$ cat config.mk
export PLATFORM = sky130hd
export DESIGN_NAME = banco_escritura
export DESIGN_NICKNAME = d
export VERILOG_FILES = /design/src/rtl/banco_pkg.sv /design/src/rtl/fifo2.sv /design/src/rtl/banco_escritura.sv
export SDC_FILE = /design/constraint.sdc
export NUM_CORES = 1
export LEC_CHECK = 0
export CAP_MARGIN = 20
export CORE_MARGIN = 3
export CORE_UTILIZATION = 40
export CTS_BUF_LIST = sky130_fd_sc_hd__clkbuf_16
export CTS_CLUSTER_SIZE = 14
export DETAILED_ROUTE_END_ITERATION = 7
export PLACE_DENSITY_LB_ADDON = 0.2
export SKIP_CTS_REPAIR_TIMING = 1
export SYNTH_ARGS = -nofsm -noshare
export SYNTH_HDL_FRONTEND = slang
export SYNTH_HIERARCHICAL = 1
export SYNTH_SLANG_ARGS = --single-unit
$ cat constraint.sdc
create_clock -name clk -period 4.8 [get_ports clk]
set_input_delay 0.48 -clock clk [delete_from_list [all_inputs] [get_ports clk]]
set_output_delay 0.48 -clock clk [all_outputs]
set_load 0.02 [all_outputs]
$ cat src/rtl/banco_pkg.sv
// Shared constants and types for the register-bank write-back front end.
package banco_pkg;

  localparam int unsigned NREG = 16;
  localparam int unsigned AW   = 4;
  localparam int unsigned DW   = 32;

  typedef struct packed {
    logic [AW-1:0] dir;
    logic [DW-1:0] dato;
  } wr_req_t;

  // One-hot decode of a register address.
  function automatic logic [NREG-1:0] onehot(input logic [AW-1:0] d);
    onehot = NREG'(1) << d;
  endfunction

endpackage

$ cat src/rtl/fifo2.sv
// Two-entry write-request FIFO with occupancy count, synchronous flush and
// a mask of the registers targeted by the entries it currently holds.
module fifo2
  import banco_pkg::*;
#(
  parameter int unsigned DEPTH = 2
) (
  input  logic            clk,
  input  logic            rst_n,
  input  logic            flush_i,
  input  logic            push_i,
  input  wr_req_t         din_i,
  input  logic            pop_i,
  output wr_req_t         head_o,
  output logic [1:0]      count_o,
  output logic [NREG-1:0] occ_o
);

  localparam logic [1:0] FULL = 2'(DEPTH);

  wr_req_t    mem_q [2];
  logic       wr_ptr_q, wr_ptr_d;
  logic       rd_ptr_q, rd_ptr_d;
  logic [1:0] count_q, count_d;
  logic       do_push, do_pop;

  assign do_push = push_i && (count_q < FULL);
  assign do_pop  = pop_i && (count_q != 2'd0);

  // Next pointer and count values for accepted pushes and pops.
  always_comb begin
    wr_ptr_d = wr_ptr_q ^ do_push;
    rd_ptr_d = rd_ptr_q ^ do_pop;
    count_d  = count_q + {1'b0, do_push} - {1'b0, do_pop};
  end

  // Control state; flush wins over any concurrent push or pop.
  always_ff @(posedge clk) begin
    if (!rst_n || flush_i) begin
      wr_ptr_q <= 1'b0;
      rd_ptr_q <= 1'b0;
      count_q  <= '0;
    end else begin
      wr_ptr_q <= wr_ptr_d;
      rd_ptr_q <= rd_ptr_d;
      count_q  <= count_d;
    end
  end

  // Storage; a write during flush lands in a slot that is marked empty.
  always_ff @(posedge clk) begin
    if (do_push) mem_q[wr_ptr_q] <= din_i;
  end

  // Registers targeted by valid entries only.
  always_comb begin
    occ_o = '0;
    for (int unsigned i = 0; i < 2; i++) begin
      if ((count_q == 2'd2) || ((count_q == 2'd1) && (rd_ptr_q == 1'(i))))
        occ_o = occ_o | onehot(mem_q[i].dir);
    end
  end

  assign head_o  = mem_q[rd_ptr_q];
  assign count_o = count_q;

endmodule

$ cat src/rtl/banco_escritura.sv
// Write-back front end: buffers scalar and vector write requests, drives the
// bank's C and V write ports, arbitrates same-register collisions with a
// toggling priority and exports the pending-write mask for hazard stalls.
module banco_escritura
  import banco_pkg::*;
#(
  parameter int unsigned DEPTH = 2
) (
  input  logic            clk,
  input  logic            rst_n,
  input  logic            s_valid,
  output logic            s_ready,
  input  logic [AW-1:0]   s_dir,
  input  logic [DW-1:0]   s_dato,
  input  logic            v_valid,
  output logic            v_ready,
  input  logic [AW-1:0]   v_dir,
  input  logic [DW-1:0]   v_dato,
  input  logic            stall,
  input  logic            flush,
  output logic            WE_C,
  output logic [AW-1:0]   DirC,
  output logic [DW-1:0]   DinC,
  output logic            WE_V,
  output logic [AW-1:0]   DirV,
  output logic [DW-1:0]   DinV,
  output logic [NREG-1:0] busy_mask
);

  localparam logic [1:0] FULL = 2'(DEPTH);

  wr_req_t         s_head, v_head;
  logic [1:0]      s_count, v_count;
  logic [NREG-1:0] s_occ, v_occ;
  logic            s_push, v_push;
  logic            s_has, v_has, can_issue, coll;
  logic            s_pop, v_pop;

  logic            we_c_q, we_v_q, prio_v_q, prio_v_d;
  logic [AW-1:0]   dir_c_q, dir_v_q;
  logic [DW-1:0]   din_c_q, din_v_q;

  assign s_ready = (s_count < FULL);
  assign v_ready = (v_count < FULL);
  assign s_push  = s_valid && s_ready;
  assign v_push  = v_valid && v_ready;

  fifo2 #(.DEPTH(DEPTH)) u_fifo_s (
    .clk     (clk),
    .rst_n   (rst_n),
    .flush_i (flush),
    .push_i  (s_push),
    .din_i   ('{dir: s_dir, dato: s_dato}),
    .pop_i   (s_pop),
    .head_o  (s_head),
    .count_o (s_count),
    .occ_o   (s_occ)
  );

  fifo2 #(.DEPTH(DEPTH)) u_fifo_v (
    .clk     (clk),
    .rst_n   (rst_n),
    .flush_i (flush),
    .push_i  (v_push),
    .din_i   ('{dir: v_dir, dato: v_dato}),
    .pop_i   (v_pop),
    .head_o  (v_head),
    .count_o (v_count),
    .occ_o   (v_occ)
  );

  // Issue selection: on a same-register collision only the prioritised port pops.
  always_comb begin
    s_has     = (s_count != 2'd0);
    v_has     = (v_count != 2'd0);
    can_issue = !stall && !flush;
    coll      = s_has && v_has && (s_head.dir == v_head.dir);
    s_pop     = can_issue && s_has && (!coll || !prio_v_q);
    v_pop     = can_issue && v_has && (!coll || prio_v_q);
    prio_v_d  = (can_issue && coll) ? !prio_v_q : prio_v_q;
  end

  // Port output registers and collision priority; address/data hold when idle.
  always_ff @(posedge clk) begin
    if (!rst_n) begin
      we_c_q   <= 1'b0;
      we_v_q   <= 1'b0;
      dir_c_q  <= '0;
      din_c_q  <= '0;
      dir_v_q  <= '0;
      din_v_q  <= '0;
      prio_v_q <= 1'b0;
    end else if (flush) begin
      we_c_q   <= 1'b0;
      we_v_q   <= 1'b0;
      prio_v_q <= 1'b0;
    end else begin
      we_c_q   <= s_pop;
      we_v_q   <= v_pop;
      prio_v_q <= prio_v_d;
      if (s_pop) begin
        dir_c_q <= s_head.dir;
        din_c_q <= s_head.dato;
      end
      if (v_pop) begin
        dir_v_q <= v_head.dir;
        din_v_q <= v_head.dato;
      end
    end
  end

  assign WE_C = we_c_q;
  assign DirC = dir_c_q;
  assign DinC = din_c_q;
  assign WE_V = we_v_q;
  assign DirV = dir_v_q;
  assign DinV = din_v_q;

  assign busy_mask = s_occ | v_occ
                   | (we_c_q ? onehot(dir_c_q) : '0)
                   | (we_v_q ? onehot(dir_v_q) : '0);

endmodule

==> flow_metrics.py <==
metrics = {
    "pwr": {
        "p_int_mw": 3.291,
        "peakVddDrop_uv": 231.0,
        "p_clk_share_pct": 40.7,
        "power_density_nw_per_um2": 341.1,
        "p_total_mw": 4.193,
        "seqPwrFrac_pct": 52.1,
        "comb_power_share_pct": 7.1,
        "swShare_pct": 21.50,
        "p_leak_nw": 4.232,
        "p_sw_mw": 0.9014,
    },
    "routing": {
        "dr_total_vias": 6279,
        "drt-initial-drc-count": 413,
        "wl_mm": 21.53,
        "wl_per_cell_um": 17.03,
        "postRouteAntennaNets": 0,
        "drc": 0,
        "first_pass_iters": 5,
        "viasPerCell": 4.968,
    },
    "timing": {
        "min_period_over_period_pct": 73.62,
        "fin_crit_ps": 3534,
        "setup_viol": 0,
        "slew_violations": 0,
        "hold_violations": 0,
        "holdWs_ps": 455.1,
        "fin_tns_setup_ps": 0,
        "worst_pin_slew_ps": 1018,
        "max_freq_mhz": 283.0,
        "slew_headroom_pct": 32.15,
        "fin_skew_ps": 8.703,
        "rsz0062_at_grt": "no",
    },
    "yosys": {
        "synth_area_um2": 9605,
        "synthArstFlopShare_pct": 0,
        "synth_compound_area_share_pct": 5.849,
        "synth_edf_count": 144,
        "synth.area.mux_share_pct": 15.47,
        "synthDistinctLibCells": 50,
        "ys_warn_count": 6,
        "synthFlopType": "edfxtp_1",
        "synthAdderAreaFrac_pct": 1.042,
        "syn_avg_cell_area_um2": 12.71,
        "ys_seq_area_share_pct": 62.32,
        "synth_fp_nets": 842,
        "synth_cells": 756,
        "synth-simple-area-share_pct": 11.92,
        "synth-xor-area-share_pct": 0.7295,
        "synth_top_family_by_area": "multiplexers",
        "ys_seq_elements": 227,
    },
    "min_path": {
        "whs_path_depth": 2,
        "min_from": "DinC[28]",
        "hold_class": "flip-flop to flip-flop",
        "hold_path_end": "DinC[28]",
    },
    "layout": {
        "fin_nets": 1012,
        "drive_gt1_share_pct": 13.14,
        "fin_cells": 1264,
        "area_growth_pct": 27.98,
        "final_common_cell": "nand2_1",
        "fin_area_um2": 12290,
        "layout_common_cells": "170 x nand2_1, 168 x clkdlybuf4s50_1, 144 x edfxtp_1",
        "n_fill_cell": 2108,
    },
    "critical_path": {
        "worst-endpoint-arrival_ps": 3960,
        "cp_max_fo": 38,
        "slowest_stage": "buf_4",
        "critPathLaunchType": "flip-flop",
        "ff2ff_setup_slack_ps": 1270,
        "critPathCaptureType": "flip-flop",
        "crit_chain": "buf_4 > o21ai_0 > xor2_1 > or4_4 > o221a_2 > buf_4 > o21a_1 > ha_1 > inv_1 > ha_1 > xor2_1 > and2_1 > nor3_1",
        "max_stage_delay_ps": 460,
        "critPathKind": "flip-flop to flip-flop",
        "cp.required_ps": 5220,
        "reg2reg_to": "u_fifo_s/count_o[1]",
        "timing.rr.start": "u_fifo_s/rd_ptr_q",
        "r2r_cells": 13,
    },
    "clock_tree": {
        "cts_buffer_depth": 3,
        "h-tree-depth": 1,
        "clock_sinks": 227,
        "cts-root-buf": "clkbuf_16",
        "cts_tree": "built",
        "clk_pin_slew_ps": 60,
        "insertion_delay_ps": 500,
        "cts_made_buffers": 25,
    },
    "floorplan": {
        "die-width_um": 161.0,
        "dieArea_um2": 25910,
        "pin_count": 170,
        "initial_core_util_pct": 40.80,
        "rows": 56,
        "die_height_um": 161.0,
        "core_area_um2": 23540,
    },
    "flow_run": {
        "maxCapViolations": 0,
    },
    "run_status": {
        "outcome": "finished clean",
    },
    "global_routing": {
        "grt_pass1_vias": 6517,
        "grt_max_degree": 84,
        "grt_pass1_wl_mm": 34.54,
        "antenna_found_initial": 1,
        "grt-ovfl-total": 0,
        "grtUsageTotal_pct": 16.50,
    },
    "place": {
        "port_buffers": 169,
        "dpl.hpwl_mm": 13.92,
        "place_inst": 1218,
        "routabilityCongestion": 0.9863,
        "placed_cell_area_um2": 11560,
    },
}
==> routing by layer <==
| layer | GRT usage (%) | vias up | share of wire (%) |
|---|---|---|---|
| met3 | 3.276 | 50 | 5.2 |
| met1 | 21.03 | 2964 | 43 |
| met5 | 0 | - | 0 |
| li1 | - | 3066 | - |
| met2 | 27.80 | 199 | 48 |
| met4 | 6.414 | 0 | 3.8 |
==> metrics by stage <==
stage	setup slack [ps]	utilization [%]
5_1_grt	969.8	52.22
3_5_place_dp	1222	49.10
6_report	1266	52.22
4_1_cts	1211	52.21
2_1_floorplan	1480	-
3_3_place_gp	1278	49.10
==> worst max path at each step <==
stage,start,endpoint,slack [ps],depth (start not counted)
2_1_floorplan,u_fifo_v/rd_ptr_q,u_fifo_v/count_o[1],1480,14
6_report,u_fifo_s/rd_ptr_q,u_fifo_s/count_o[1],1270,13
3_5_place_dp,u_fifo_s/rd_ptr_q,u_fifo_s/count_o[1],1220,13
4_1_cts,u_fifo_s/rd_ptr_q,u_fifo_s/count_o[1],1210,13
5_1_grt,u_fifo_s/rd_ptr_q,u_fifo_s/count_o[1],970,13
3_3_place_gp,u_fifo_s/rd_ptr_q,u_fifo_s/count_o[1],1280,13
==> layout make-up <==
class | instances | area, µm² | area share (%)
sequential | 227 | 5988 | 48.71
multi-input combinational | 481 | 3369 | 27.41
timing repair buffer | 177 | 1749 | 14.23
clock buffer | 25 | 625.6 | 5.089
tap | 319 | 399.1 | 3.247
clock inverter | 20 | 106.4 | 0.8651
inverter | 14 | 52.55 | 0.4275
antenna | 1 | 2.502 | 0.02036
==> cell families after synthesis <==
kind of cell,Yosys count
compound gates,72
xor+xnor,8
fa+ha+maj,8
buf+inv,48
flops,227
mux,140
simple gates,253
==> synthesized netlist by cell type (all sizes together) (6+ instances only) <==
library cell / number / area [µm²]
dfxtp: 83 / 1662
nor2: 29 / 108.9
o211ai: 8 / 85.08
o21ai: 6 / 45.05
clkbuf: 16 / 60.06
mux2: 68 / 765.7
nand3b: 6 / 45.04
mux2i: 72 / 720.7
ha: 8 / 100.1
o22ai: 33 / 219.0
nand2b: 10 / 62.56
and3b: 6 / 56.30
nor2b: 7 / 43.79
nand2: 170 / 638.1
a22oi: 10 / 75.07
buf: 18 / 143.9
edfxtp: 144 / 4324
inv: 14 / 52.55
xor2: 6 / 52.55
==> power by group through the flow <==
stage | combinational, mW | clock, mW | sequential, mW
finish | 0.300 | 1.71 | 2.19
CTS | 0.304 | 1.76 | 2.19
global placement | 0.299 | 0 | 2.22
global route | 0.327 | 1.85 | 2.19
floorplan | 0.150 | 0 | 2.23
detailed placement | 0.303 | 0 | 2.23
==> critical path: cells and delay by family (launching register included) <==
kind	cells	cell delay, ps
buf+inv	3	830
flops	1	370
simple gates	3	720
xor+xnor	2	330
compound gates	3	740
fa+ha+maj	2	440
==> registers in the layout (all words and copies together) (netlist names) <==
signal,count
DinV,32
u_fifo_s/mem_q,72
u_fifo_s/count_o,2
DirV,4
prio_v_q,1
u_fifo_v/count_o,2
u_fifo_v/mem_q,72
WE_V,1
WE_C,1
u_fifo_s/rd_ptr_q,1
DirC,4
DinC,32
u_fifo_v/wr_ptr_q,1
u_fifo_v/rd_ptr_q,1
u_fifo_s/wr_ptr_q,1
(Power assumes the default switching activity.)
